--- src/rtl/sram_arb_pkg.sv ---
// -----------------------------------------------------------------------------
// sram_arb_pkg
// Shared definitions for the SRAM request arbiter: FSM state encoding,
// requester port indices and default parameter values.
// -----------------------------------------------------------------------------
package sram_arb_pkg;

    // Arbiter FSM state encoding (IDLE = 1'b0, WAIT = 1'b1)
    typedef enum logic {
        ST_IDLE = 1'b0,
        ST_WAIT = 1'b1
    } arb_state_t;

    // Requester port indices
    localparam logic PORT0 = 1'b0;
    localparam logic PORT1 = 1'b1;

    // Default configuration
    localparam int DEFAULT_ADDR_W  = 16;
    localparam int DEFAULT_DATA_W  = 8;
    localparam int DEFAULT_TIMEOUT = 16;
    localparam int DEFAULT_CNT_W   = 8;

    // Index of the port that did not win; used to advance the round-robin pointer
    function automatic logic other_port(input logic port);
        return ~port;
    endfunction

endpackage

--- src/rtl/sram_req_arbiter_rr_pick2.sv ---
// -----------------------------------------------------------------------------
// rr_pick2
// Combinational two-way round-robin selector.
//   req[1:0] : request vector, bit N = port N requesting
//   ptr      : port that wins when both request
//   valid    : at least one request present
//   winner   : index of the selected port (PORT0 when valid = 0)
// -----------------------------------------------------------------------------
module rr_pick2
    import sram_arb_pkg::*;
(
    input  logic [1:0] req,
    input  logic       ptr,
    output logic       valid,
    output logic       winner
);

    // Select a lone requester directly; on contention defer to the pointer
    always_comb begin
        valid  = 1'b0;
        winner = PORT0;
        case (req)
            2'b01: begin
                valid  = 1'b1;
                winner = PORT0;
            end
            2'b10: begin
                valid  = 1'b1;
                winner = PORT1;
            end
            2'b11: begin
                valid  = 1'b1;
                winner = ptr;
            end
            default: begin
                valid  = 1'b0;
                winner = PORT0;
            end
        endcase
    end

endmodule

--- src/rtl/sram_req_arbiter.sv ---
// -----------------------------------------------------------------------------
// sram_req_arbiter
// Upstream stage of the SRAM controller. Accepts byte read/write commands from
// two requesters, arbitrates round-robin, issues one command at a time to the
// controller and routes completion (and read data) back to the owning port.
// A per-access timeout forces an error completion if the controller stalls.
//
// Ports:
//   clk, reset                 clock (rising edge), async active-high reset
//   pN_req/rw/addr/wdata       requester N command (held until pN_gnt)
//   pN_gnt                     1-cycle pulse: command captured
//   pN_ack / pN_err            1-cycle completion pulse / timed-out qualifier
//   pN_rdata                   read data, valid with pN_ack on reads
//   ctl_req                    1-cycle command pulse to the controller
//   ctl_rw/addr/wdata          latched command, stable until the next grant
//   ctl_done / ctl_rdata       controller completion pulse and read data
// -----------------------------------------------------------------------------
module sram_req_arbiter
    import sram_arb_pkg::*;
#(
    parameter int ADDR_W  = DEFAULT_ADDR_W,
    parameter int DATA_W  = DEFAULT_DATA_W,
    parameter int TIMEOUT = DEFAULT_TIMEOUT,
    parameter int CNT_W   = DEFAULT_CNT_W
) (
    input  logic              clk,
    input  logic              reset,

    input  logic              p0_req,
    input  logic              p0_rw,
    input  logic [ADDR_W-1:0] p0_addr,
    input  logic [DATA_W-1:0] p0_wdata,
    output logic              p0_gnt,
    output logic              p0_ack,
    output logic              p0_err,
    output logic [DATA_W-1:0] p0_rdata,

    input  logic              p1_req,
    input  logic              p1_rw,
    input  logic [ADDR_W-1:0] p1_addr,
    input  logic [DATA_W-1:0] p1_wdata,
    output logic              p1_gnt,
    output logic              p1_ack,
    output logic              p1_err,
    output logic [DATA_W-1:0] p1_rdata,

    output logic              ctl_req,
    output logic              ctl_rw,
    output logic [ADDR_W-1:0] ctl_addr,
    output logic [DATA_W-1:0] ctl_wdata,
    input  logic              ctl_done,
    input  logic [DATA_W-1:0] ctl_rdata
);

    // Counter value seen on the last permitted WAIT edge
    localparam logic [CNT_W-1:0] TIMEOUT_LAST = CNT_W'(TIMEOUT - 1);

    arb_state_t        state_r;
    logic              rr_ptr_r;
    logic              owner_r;
    logic [CNT_W-1:0]  cnt_r;

    logic              pick_valid_s;
    logic              pick_winner_s;
    logic              sel_rw_s;
    logic [ADDR_W-1:0] sel_addr_s;
    logic [DATA_W-1:0] sel_wdata_s;

    logic              finish_s;
    logic              finish_err_s;
    logic              rdata_load_s;
    logic [DATA_W-1:0] rdata_next_s;

    rr_pick2 u_pick (
        .req    ({p1_req, p0_req}),
        .ptr    (rr_ptr_r),
        .valid  (pick_valid_s),
        .winner (pick_winner_s)
    );

    // Route the winning requester's command towards the latch
    always_comb begin
        if (pick_winner_s == PORT1) begin
            sel_rw_s    = p1_rw;
            sel_addr_s  = p1_addr;
            sel_wdata_s = p1_wdata;
        end else begin
            sel_rw_s    = p0_rw;
            sel_addr_s  = p0_addr;
            sel_wdata_s = p0_wdata;
        end
    end

    // Completion decode: a controller done always beats the timeout, even on
    // the final cycle, so a late but real response is never reported as error
    always_comb begin
        finish_s     = 1'b0;
        finish_err_s = 1'b0;
        rdata_load_s = 1'b0;
        rdata_next_s = '0;
        if (state_r == ST_WAIT) begin
            if (ctl_done) begin
                finish_s     = 1'b1;
                finish_err_s = 1'b0;
                rdata_load_s = ctl_rw;
                rdata_next_s = ctl_rdata;
            end else if (cnt_r == TIMEOUT_LAST) begin
                finish_s     = 1'b1;
                finish_err_s = 1'b1;
                rdata_load_s = 1'b1;
                rdata_next_s = '0;
            end else begin
                finish_s     = 1'b0;
                finish_err_s = 1'b0;
                rdata_load_s = 1'b0;
                rdata_next_s = '0;
            end
        end else begin
            finish_s     = 1'b0;
            finish_err_s = 1'b0;
            rdata_load_s = 1'b0;
            rdata_next_s = '0;
        end
    end

    // Arbiter FSM with all registered outputs; pulses default low every cycle
    always_ff @(posedge clk or posedge reset) begin
        if (reset) begin
            state_r   <= ST_IDLE;
            rr_ptr_r  <= PORT0;
            owner_r   <= PORT0;
            cnt_r     <= '0;
            p0_gnt    <= 1'b0;
            p0_ack    <= 1'b0;
            p0_err    <= 1'b0;
            p0_rdata  <= '0;
            p1_gnt    <= 1'b0;
            p1_ack    <= 1'b0;
            p1_err    <= 1'b0;
            p1_rdata  <= '0;
            ctl_req   <= 1'b0;
            ctl_rw    <= 1'b1;
            ctl_addr  <= '0;
            ctl_wdata <= '0;
        end else begin
            p0_gnt  <= 1'b0;
            p1_gnt  <= 1'b0;
            p0_ack  <= 1'b0;
            p1_ack  <= 1'b0;
            p0_err  <= 1'b0;
            p1_err  <= 1'b0;
            ctl_req <= 1'b0;

            case (state_r)
                ST_IDLE: begin
                    // ctl_done arriving here is stray and deliberately ignored
                    if (pick_valid_s) begin
                        ctl_rw    <= sel_rw_s;
                        ctl_addr  <= sel_addr_s;
                        ctl_wdata <= sel_wdata_s;
                        ctl_req   <= 1'b1;
                        owner_r   <= pick_winner_s;
                        rr_ptr_r  <= other_port(pick_winner_s);
                        cnt_r     <= '0;
                        state_r   <= ST_WAIT;
                        if (pick_winner_s == PORT1) begin
                            p1_gnt <= 1'b1;
                        end else begin
                            p0_gnt <= 1'b1;
                        end
                    end else begin
                        state_r <= ST_IDLE;
                    end
                end

                ST_WAIT: begin
                    cnt_r <= cnt_r + CNT_W'(1);
                    if (finish_s) begin
                        state_r <= ST_IDLE;
                        if (owner_r == PORT1) begin
                            p1_ack <= 1'b1;
                            p1_err <= finish_err_s;
                            if (rdata_load_s) begin
                                p1_rdata <= rdata_next_s;
                            end else begin
                                p1_rdata <= p1_rdata;
                            end
                        end else begin
                            p0_ack <= 1'b1;
                            p0_err <= finish_err_s;
                            if (rdata_load_s) begin
                                p0_rdata <= rdata_next_s;
                            end else begin
                                p0_rdata <= p0_rdata;
                            end
                        end
                    end else begin
                        state_r <= ST_WAIT;
                    end
                end

                default: begin
                    state_r <= ST_IDLE;
                end
            endcase
        end
    end

endmodule

--- config.mk ---
export PLATFORM = sky130hd
export DESIGN_NAME = sram_req_arbiter
export DESIGN_NICKNAME = d
export VERILOG_FILES = /design/src/rtl/sram_arb_pkg.sv /design/src/rtl/sram_req_arbiter_rr_pick2.sv /design/src/rtl/sram_req_arbiter.sv
export SDC_FILE = /design/constraint.sdc
export NUM_CORES = 1
export LEC_CHECK = 0
export CORE_MARGIN = 5
export CORE_UTILIZATION = 47
export DETAILED_ROUTE_END_ITERATION = 8
export GPL_TIMING_DRIVEN = 0
export PLACE_DENSITY = 0.88
export SYNTH_ARGS = -nofsm -noshare
export SYNTH_HDL_FRONTEND = slang
export SYNTH_SLANG_ARGS = --single-unit
--- constraint.sdc ---
create_clock -name clk -period 3.01 [get_ports clk]
set_input_delay 0.4515 -clock clk [delete_from_list [all_inputs] [get_ports clk]]
set_output_delay 0.4515 -clock clk [all_outputs]
set_load 0.005 [all_outputs]
Yosys cells after proc, flatten, opt, wreduce, memory -nomap -nowiden
Index checks and enable logic that the tools add are counted.

Register bits after elaboration: 59. Bits of input ports: 63. Output and inout port bits: 48. Logic and storage cells: 65.

Add/subtract/negate cells: 1. Eq/ne operators: 5. Muxes and demuxes: 36. Bitwise logic cells: 3. Reduce and logical (&&, ||, !) cells: 4.

Operators by type and width (number): $mux W1 (29); $mux W8 (3); $mux W16 (1); $pmux W8 S2 (1); $add A8 B1 Y8 const B (1); $eq A8 B4 Y1 const B (1); $reduce_and A4 Y1 (2); $eq A2 B2 Y1 const B (2); $pmux W1 S2 (2); $not A1 Y1 (3); $reduce_or A3 Y1 (1); $eq A2 B1 Y1 const B (1); $ne A2 B2 Y1 const B (1); $reduce_and A2 Y1 (1).

Logic depth before layout (Yosys ltp)
Gate-level depths: netlist of run 1.

Depth in word-level cells: 6. Mapped depth: 6. Mapped depth without buffers: 4.

By module
Synthesis of run 1 repeated with hierarchy kept, for this count alone.

Cell total of the unflattened synthesis: 250. Area total of the unflattened synthesis: 2640.0 um2.

Modules (own cells, without submodules): sram_req_arbiter (instances 1, cells each 247, area an instance 2622.5 um2, seq. area each 1477.7 um2); rr_pick2 (instances 1, cells each 3, area an instance 17.5 um2, seq. area each 0.0 um2).

Worst setup path before layout of run 1
No wires, ideal clock.

Kind: flip-flop to flip-flop. Start point: register ctl_rw. End point: register p0_rdata[5]. Library setup time: 0.124 ns. Arrival: 1.481 ns. Data required time: 2.886 ns. Setup slack: 1.405 ns. Stages on the path, launching flop included: 7. Buffers on the path: 3. Period minus slack after synthesis: 1.605 ns. Path through: dfstp_2 buf_2 nor2b_1 clkbuf_1 clkbuf_1 o21a_1 a211o_1.

Cells in the longest elaborated chain, start to end: 3.

RTL lines: from (decl) (line sram_req_arbiter.sv:48) `output logic ctl_rw,`; from (signal assigned) (line sram_req_arbiter.sv:158) `ctl_rw <= sel_rw_s;`; $mux W1 (line sram_req_arbiter.sv:102) `if (ctl_done) begin`; $mux W1 (line sram_req_arbiter.sv:101) `if (state_r == ST_WAIT) begin`; $reduce_and A4 Y1 (no source line); to (signal assigned) (line sram_req_arbiter.sv:192) `p0_rdata <= rdata_next_s;`; to (signal assigned) (line sram_req_arbiter.sv:194) `p0_rdata <= p0_rdata;`; to (decl) (line sram_req_arbiter.sv:36) `output logic [DATA_W-1:0] p0_rdata,`.

No other way between the ends. A chain may end at the register's enable or synchronous reset.

Worst setup path in the final report of run 1
Start point: register cnt_r[0]. End point: register p0_rdata[3].

Cells in the longest elaborated chain, start to end: 5. Elaborated cells between the ends (all ways): 7. Those cells by class: eq/ne (1); mux (5); reduce/logical (1).

RTL lines: from (decl) (line sram_req_arbiter.sv:61) `logic [CNT_W-1:0] cnt_r;`; from (signal assigned) (line sram_req_arbiter.sv:177) `cnt_r <= cnt_r + CNT_W'(1);`; $eq A8 B4 Y1 (*) (line sram_req_arbiter.sv:107) `end else if (cnt_r == TIMEOUT_LAST) begin`; $mux W1 (*) (line sram_req_arbiter.sv:107); $mux W1 (line sram_req_arbiter.sv:102); $mux W1 (line sram_req_arbiter.sv:101); $reduce_and A4 Y1 (no source line) (*).

Mark *: on every way between the ends. The rest lies on a longest branch, timed or not.

==> flow_summary.ini, run 1 <==
[worst_setup_path]
crit_fanout = 8
path_class = flop to flop
cp.arrival_ns = 2.06
start_kind = flop
required_ns = 3.16
crit_path_end_kind = flop

[synth]
synth_compound_area_share_pct = 27.72
ys_types = 41
synthAdderAreaFrac_pct = 0.4537
synthXorXnorAreaFrac_pct = 0.3176
synth_top_family_by_area = compound AO/OA/AOI/OAI gates
async_flop_share_pct = 100.0
syn_area_per_cell_um2 = 10.73
synth_mux_area_share_pct = 0.3630
synth-simple-area-share_pct = 11.84
synth_edf_count = 0
ys_ff_latch = 59
yosysWarnings = 0
netlist_instances = 257
ys_seq_area_share_pct = 53.58
synth.largest_area_cell = dfrtp_1
yosysTopAreaCellShare_pct = 52.63
syn_area_um2 = 2758
yosysMostFrequentCell = dfrtp_1
syn-num-nets = 321
ys.flop_type = dfrtp_1
yosys-top-cells-area = dfrtp_1 (53%), o21ai_0 (4.7%), a2bb2oi_1 (4.4%)
yosys-top-cells-count = dfrtp_1 (58), o21ai_0 (26), clkbuf_1 (18)

[route]
antenna_left = 0
drcViolationCount = 0
dr.first_iter.drc_count = 234
viasPerCell = 5.937
wire_per_inst_um = 18.45
via_count = 2719
wl_mm = 8.451
firstDrtPassIters = 4

[global_route]
antenna_found_initial = 0
grt_pass1_wl_mm = 13.69
grt_pass1_vias = 2756
grt_max_degree = 43
track_usage_pct = 23.42
grt_overflow_total = 0

[clocking]
clk_pin_slew_worst_paths_ns = 0.07
cts_sinks = 59
h-tree-depth = 3
hold_buffers = 0
cts_resized = 0
cts_made_buffers = 9
tritoncts = done
worst_skew_pair.late_latency_ns = 0.33
cts_setup_buffers = 0
cts_root_buf = clkbuf_8
clk_path_buf_depth = 2

[hold_path]
min_path_type = input pin to async pin

[power]
sw_frac_of_total_pct = 30.84
p_per_area_nw_per_um2 = 851.2
combPwrFrac_pct = 39.9
peakVddDrop_v = 0.0004539
p_leak_nw = 1.742
power_frac_clock_pct = 24.4
seq_power_share_pct = 35.7
power_switching_mw = 1.105
p_int_mw = 2.478

[timing]
grt_setup_unrepaired = false
drv_slew = 0
worst_pin_slew_ns = 0.7908
maxSlewHeadroom_pct = 46.71
min_period_ns = 1.913
finClkSkew_ns = 0.008418
fin_tns_setup_ns = 0
fmax_mhz = 522.8
hold_violations = 0
setup_viol = 0
finalCritPeriodShare_pct = 63.55

[layout]
areaGrowthSynthToFinish_pct = 52.63
stdcell_area_um2 = 4209
drive_above_1_share_pct = 8.355
fin_nets = 442
diodes = 0

[placement]
place_congestion = 0.7999
dp_hpwl_mm = 6.199
io_buffers = 109
dpl_cell_area_um2 = 3963

[die]
chipHeight_um = 86.60
pin_count = 111
start_util_pct = 47.42
coreArea_um2 = 5816
rows = 28
fp.dieW_um = 86.60
die-area_um2 = 7500

[job]
drv_cap = 0

[status]
status = completed
[worst paths after layout]
kind                           from      endpoint  slack [ns]  cells past startpoint
setup / recovery           cnt_r[0]   p0_rdata[3]        1.10                      4
hold / removal                reset  ctl_wdata[7]        0.42                      2
setup reg to reg           cnt_r[0]   p0_rdata[3]        1.10                      4
hold reg to reg            rr_ptr_r      rr_ptr_r        0.50                      1
max in group asynchronous     reset        ctl_rw        1.99                      3
min in group clk           rr_ptr_r      rr_ptr_r        0.50                      1
[metal layers]
layer	GRT usage, %	up-vias	part of all wire, %
li1	-	1224	-
met1	30.47	1362	40
met2	37.76	113	51
met5	0	-	0
met3	5.418	20	6.1
met4	9.490	0	2.6
[power groups by stage]
stage / clock (mW) / sequential [mW] / combinational [mW]
after floorplan: 0 / 1.28 / 0.629
after global placement: 0 / 1.27 / 1.38
after detailed placement: 0 / 1.28 / 1.42
after CTS: 0.877 / 1.28 / 1.44
after global routing: 0.916 / 1.32 / 1.55
final: 0.876 / 1.28 / 1.43
[cell type report]
| cell class | instances | area (um2) |
|---|---|---|
| sequential | 59 | 1478 |
| tap | 75 | 93.84 |
| clock buffer | 13 | 178.9 |
| inverter | 12 | 45.04 |
| buffer | 26 | 112.6 |
| clock inverter | 3 | 67.56 |
| multi-input combinational | 160 | 1122 |
| timing repair buffer | 110 | 1111 |
| fill | 447 | 1607 |
[worst max-delay path, stage by stage, from the launching register on]
cell and delay [ns]:
dfrtp_1 0.39, ha_1 0.23, nand4b_2 0.16, o41ai_2 0.66
o221ai_1 0.30
[cells by family (layout without fill, tap and decap cells)]
logic type                 Yosys count  in the layout
adders and majority gates            1              1
and+or+nand+nor                     56             56
buffers and inverters               38            164
xor gates and xnor gates             1              1
AOI/OAI and AO/OA                  101            101
muxes                                1              1
DFF                                 59             59
[layout by cell type, fill, tap and decap left out, types with 2 or more instances in the layout]
cell	Yosys	final
o21a_1	8	8
a2bb2oi_1	14	14
buf_2	5	5
a221o_1	11	11
o211ai_1	3	3
o221ai_1	8	8
a211o_1	7	7
a31oi_1	14	14
o31ai_1	3	3
nor2_1	5	5
nand4_1	4	4
nand2_1	16	16
nor2b_1	2	2
dfrtp_1	58	58
o21ai_0	26	26
clkbuf_1	18	18
clkdlybuf4s50_1	0	109
nor4b_1	11	11
inv_1	11	10
nor3_1	8	8
bufinv_16	0	2
nand2b_1	2	2
nand3_1	3	3
clkbuf_8	0	13
[stage by stage]
stage	setup slack (ns)	utilization (%)	std cells	hold slack [ns]	power, mW
6_report	1.097	72.38	458	0.4181	3.583
5_1_grt	0.9573	72.38	458	0.4480	3.790
4_1_cts	1.135	72.38	458	0.4301	3.588
3_5_place_dp	0.8154	68.14	442	0.4879	2.708
3_3_place_gp	0.08437	67.79	441	0.4781	2.650
2_1_floorplan	1.104	-	257	0.4636	1.910
[sequential cells by signal, indices dropped and copies added, names as in the netlist, 8 cells and up]
| register | count |
|---|---|
| ctl_addr | 16 |
| ctl_wdata | 8 |
| p0_rdata | 8 |
| p1_rdata | 8 |
| cnt_r | 8 |
No activity file was read; power rests on OpenSTA's default activity.
==> inputs of run 2 (changes only) <==
CORE_UTILIZATION = 43   (was 47)
PLACE_DENSITY = 0.82   (was 0.88)
clock period = 2 ns   (was 3.01 ns; I/O delays follow)
==> flow_summary.ini, run 2 (synthesized netlist as in run 1, its figures left out) <==
[placement]
io_buffers = 109
post-place-cells = 444
dp_hpwl_mm = 6.010
dpl_cell_area_um2 = 3965
place_worst_setup_slack_ns = -0.05076
place_congestion = 0.7933

[worst_setup_path]
worstSetupStartpoint = ctl_rw
ff2ff_setup_slack_ns = 0.17
cp.arrival_ns = 2.05
endpoint = p0_rdata[5]
required_ns = 2.21
r2r-start = ctl_rw
crit_path_end_kind = flop
r2r_end = p0_rdata[5]
path_class = flop to flop
start_kind = flop
crit_fanout = 10
rr_worst_depth = 6

[clocking]
cts_root_buf = clkbuf_8
h-tree-depth = 3
cts_setup_buffers = 0
clk_path_buf_depth = 2
hold_buffers = 0
clk_pin_slew_worst_paths_ns = 0.07
cts_resized = 0
cts_sinks = 59
worst_skew_pair.late_latency_ns = 0.33
tritoncts = done
cts_made_buffers = 9

[route]
drcViolationCount = 0
dr.first_iter.drc_count = 115
viasPerCell = 5.709
via_count = 2626
firstDrtPassIters = 4
wl_mm = 8.090
antenna_left = 0
wire_per_inst_um = 17.59

[timing]
finClkSkew_ns = 0.007335
min_period_ns = 1.835
fmax_mhz = 545.1
grt_setup_unrepaired = false
finalCritPeriodShare_pct = 91.73
maxSlewHeadroom_pct = 63.83
fin_tns_setup_ns = 0
setup_viol = 0
setup_slack_ns = 0.1654
hold_violations = 0
worst_pin_slew_ns = 0.5407
hold_ws_ns = 0.2848
drv_slew = 0

[global_route]
grt_pass1_vias = 2725
antenna_found_initial = 0
grt_pass1_wl_mm = 13.36
grt_overflow_total = 0
track_usage_pct = 19.98
grt_max_degree = 42

[layout]
areaGrowthSynthToFinish_pct = 50.73
drive_above_1_share_pct = 8.094
largest_register_ffs = 16
regMostFlops = ctl_addr
final_util_pct = 66.21
layout_common_cells = clkdlybuf4s50_1 (109), dfrtp_1 (58), o21ai_0 (26), clkbuf_1 (19), nand2_1 (16)
final_cells = 460
diodes = 0
fin_nets = 442
stdcell_area_um2 = 4156
mostFrequentLayoutCell = clkdlybuf4s50_1

[die]
fp.dieW_um = 90.08
die-area_um2 = 8114
start_util_pct = 43.93
pin_count = 111
rows = 29
coreArea_um2 = 6277
chipHeight_um = 90.08

[power]
p_total_mw = 5.023
p_leak_nw = 1.709
peakVddDrop_v = 0.0006644
p_per_area_nw_per_um2 = 1209

[hold_path]
min_path_type = input pin to async pin

[job]
drv_cap = 0

[status]
status = completed
## run 2: changes by cell type in the layout (fill, tap and decap cells not counted), sizes merged
cell	change
bufinv	-2
clkinv	+2
clkbuf	-1
clkinvlp	+1
## run 2: area by class of cell
cell class | count | area (um2)
plain buffers | 26 | 112.6
clock buffers | 12 | 155.1
clock inverters | 4 | 25.02
fillers | 485 | 2121
inverters | 12 | 45.04
multi-input cells | 160 | 1134
flip-flops and latches | 59 | 1478
well taps | 77 | 96.34
repair buffers | 110 | 1111
## run 2: power breakdown
part | leakage [nW] | internal, mW | total, mW | switching [mW]
clock | 0.0884 | 0.513 | 0.978 | 0.465
combinational | 0.929 | 1.26 | 2.12 | 0.856
sequential | 0.692 | 1.63 | 1.93 | 0.299
## run 2: routing by layer
layer  part of all wire (%)  vias up  GRT usage, %
li1                       -     1223             -
met1                     41     1292         24.91
met2                     51       92         33.84
met3                    5.0       19         3.422
met4                    2.9        0         8.809
met5                      0        -             0
## run 2: how the worst min path moves through the flow
stage,to,slack [ns]
3_5_place_dp,ctl_addr[6],0.50
6_report,p0_rdata[1],0.28
3_3_place_gp,rr_ptr_r,0.48
5_1_grt,p0_rdata[2],0.32
2_1_floorplan,ctl_rw,0.42
4_1_cts,p0_rdata[1],0.29
## run 2: worst max-delay path, stage by stage, from the launching register on
cell      delay [ns]
dfstp_2         0.53
buf_2           0.22
nor2b_1         0.07
clkbuf_1        0.18
clkbuf_1        0.24
o21a_1          0.22
a211o_1         0.26
==> inputs of run 3 (changes only) <==
CORE_MARGIN = unset   (was 5)
SETUP_SLACK_MARGIN = 0.2   (was unset)
==> flow_summary.ini, run 3 (synthesized netlist as in run 1, its figures left out) <==
[status]
status = completed

[route]
dr.first_iter.drc_count = 155
top_layer = met4
antenna_left = 0
via_count = 2713
firstDrtPassIters = 5
wl_mm = 8.315
met2WireLength_mm = 4.164
wire_per_inst_um = 18.08
drcViolationCount = 0
met1_length_mm = 3.404
viasPerCell = 5.898
met3_length_um = 494

[timing]
fmax_mhz = 569.7
worst_pin_slew_ns = 0.5678
finalCritPeriodShare_pct = 87.76
grt_setup_unrepaired = false
finClkSkew_ns = 0.01142
min_period_ns = 1.755
maxSlewHeadroom_pct = 62.02
setup_viol = 0
fin_tns_setup_ns = 0
hold_violations = 0
drv_slew = 0

[worst_setup_path]
crit_path_top_delay_cell = o41a_1
required_ns = 2.23
worstSetupStartpoint = cnt_r[0]
cp.arrival_ns = 1.98
path_class = flop to flop
crit_path_end_kind = flop
r2r-start = cnt_r[0]
crit_fanout = 10
critPathMaxStageDelay_ns = 0.46
start_kind = flop
cp_cell_sequence = ha_4, nand4b_4, o41a_1, buf_6, a211o_1

[global_route]
antenna_found_initial = 0
grt_pass1_wl_mm = 13.05
grt_overflow_total = 0
grt_pass1_vias = 2578
track_usage_pct = 26.58
grt_max_degree = 45

[layout]
regMostFlops = ctl_addr
fill_cells = 451
fin_nets = 444
drive_above_1_share_pct = 9.870
stdcell_area_um2 = 4248
layout_common_cells = clkdlybuf4s50_1 (109), dfrtp_1 (58), o21ai_0 (26), nand2_1 (16), clkbuf_1 (15)
multiInputGateArea_um2 = 1155
mostFrequentLayoutCell = clkdlybuf4s50_1
diodes = 0
seq_area_um2 = 1478
areaGrowthSynthToFinish_pct = 54.04
final_util_pct = 70.09
largest_register_ffs = 16

[hold_path]
min_path_type = input pin to async pin

[clocking]
worst_skew_pair.late_latency_ns = 0.35
h-tree-depth = 3
clk_path_buf_depth = 2
tritoncts = done
cts_root_buf = clkbuf_8
cts_sinks = 59
cts_made_buffers = 9
clk_pin_slew_worst_paths_ns = 0.06

[job]
drv_cap = 0

[placement]
dpl_cell_area_um2 = 3963
io_buffers = 109
place_congestion = 0.8216
dp_hpwl_mm = 5.772

[die]
die-area_um2 = 6737
start_util_pct = 45.50
chipHeight_um = 82.08
coreArea_um2 = 6061
fp.dieW_um = 82.08
rows = 28
pin_count = 111

[power]
peakVddDrop_v = 0.0007235
p_per_area_nw_per_um2 = 1264
p_leak_nw = 1.772
==> run 3: changes by cell type in the layout (fill, tap and decap cells not counted), sizes merged <==
| cell | delta |
|---|---|
| bufinv | +2 |
| clkinv | -1 |
| clkinvlp | -1 |
| buf | +1 |
| clkbuf | +1 |
==> run 3: power by group <==
| group | leakage, nW | total, mW | switching [mW] | internal, mW |
|---|---|---|---|---|
| sequential | 0.692 | 1.94 | 0.315 | 1.63 |
| clock | 0.113 | 1.24 | 0.472 | 0.768 |
| combinational | 0.967 | 2.19 | 0.881 | 1.31 |
==> run 3: worst paths after layout <==
check | slack, ns | cells past startpoint | to
worst max-delay path | 0.24 | 5 | p0_rdata[2]
max in group asynchronous | 1.14 | 3 | ctl_rw
min in group clk | 0.43 | 3 | ctl_addr[3]
worst min register to register | 0.51 | 1 | p0_rdata[6]
worst min-delay path | 0.25 | 2 | p1_ack
worst max register to register | 0.24 | 5 | p0_rdata[2]
==> run 3: worst max-delay path: cells and delay by family, from the launching register on <==
| family | cells | cell delay, ns |
|---|---|---|
| compound gates | 2 | 0.75 |
| flops | 1 | 0.43 |
| fa+ha+maj | 1 | 0.18 |
| buf+inv | 1 | 0.17 |
| simple gates | 1 | 0.12 |
==> run 3: per-layer routing <==
metal  global-route usage, %  up-vias
li1                        -     1232
met1                   33.31     1341
met2                   42.56      116
met3                   8.222       24
met4                   10.53        0
met5                       0        -
==> run 3: what timing repair did <==
item                                    CTS  global route
pin swaps                                 0             1
endpoints found under the setup margin    3            24
hold buffers                              0             0
buffers inserted                          0             2
gates resized for setup                   2            12
==> run 3: stage by stage <==
stage / instances / hold WS (ns) / worst slack [ns] / total power, mW
after floorplan: 257 / 0.4203 / 0.2453 / 2.874
after global placement: 441 / 0.4773 / -0.7708 / 3.975
after detailed placement: 442 / 0.5004 / -0.07077 / 4.044
after CTS: 458 / 0.2571 / 0.2328 / 5.314
after global routing: 460 / 0.2738 / 0.2044 / 5.685
final: 460 / 0.2522 / 0.2448 / 5.370
==> run 3: area by class of cell <==
| class | count | share of cell area [%] |
|---|---|---|
| sequential | 59 | 34.79 |
| clock inverter | 4 | 1.708 |
| buffer | 26 | 2.887 |
| tap | 75 | 2.209 |
| clock buffer | 12 | 3.652 |
| multi-input combinational | 160 | 27.19 |
| timing repair buffer | 112 | 26.51 |
| inverter | 12 | 1.060 |
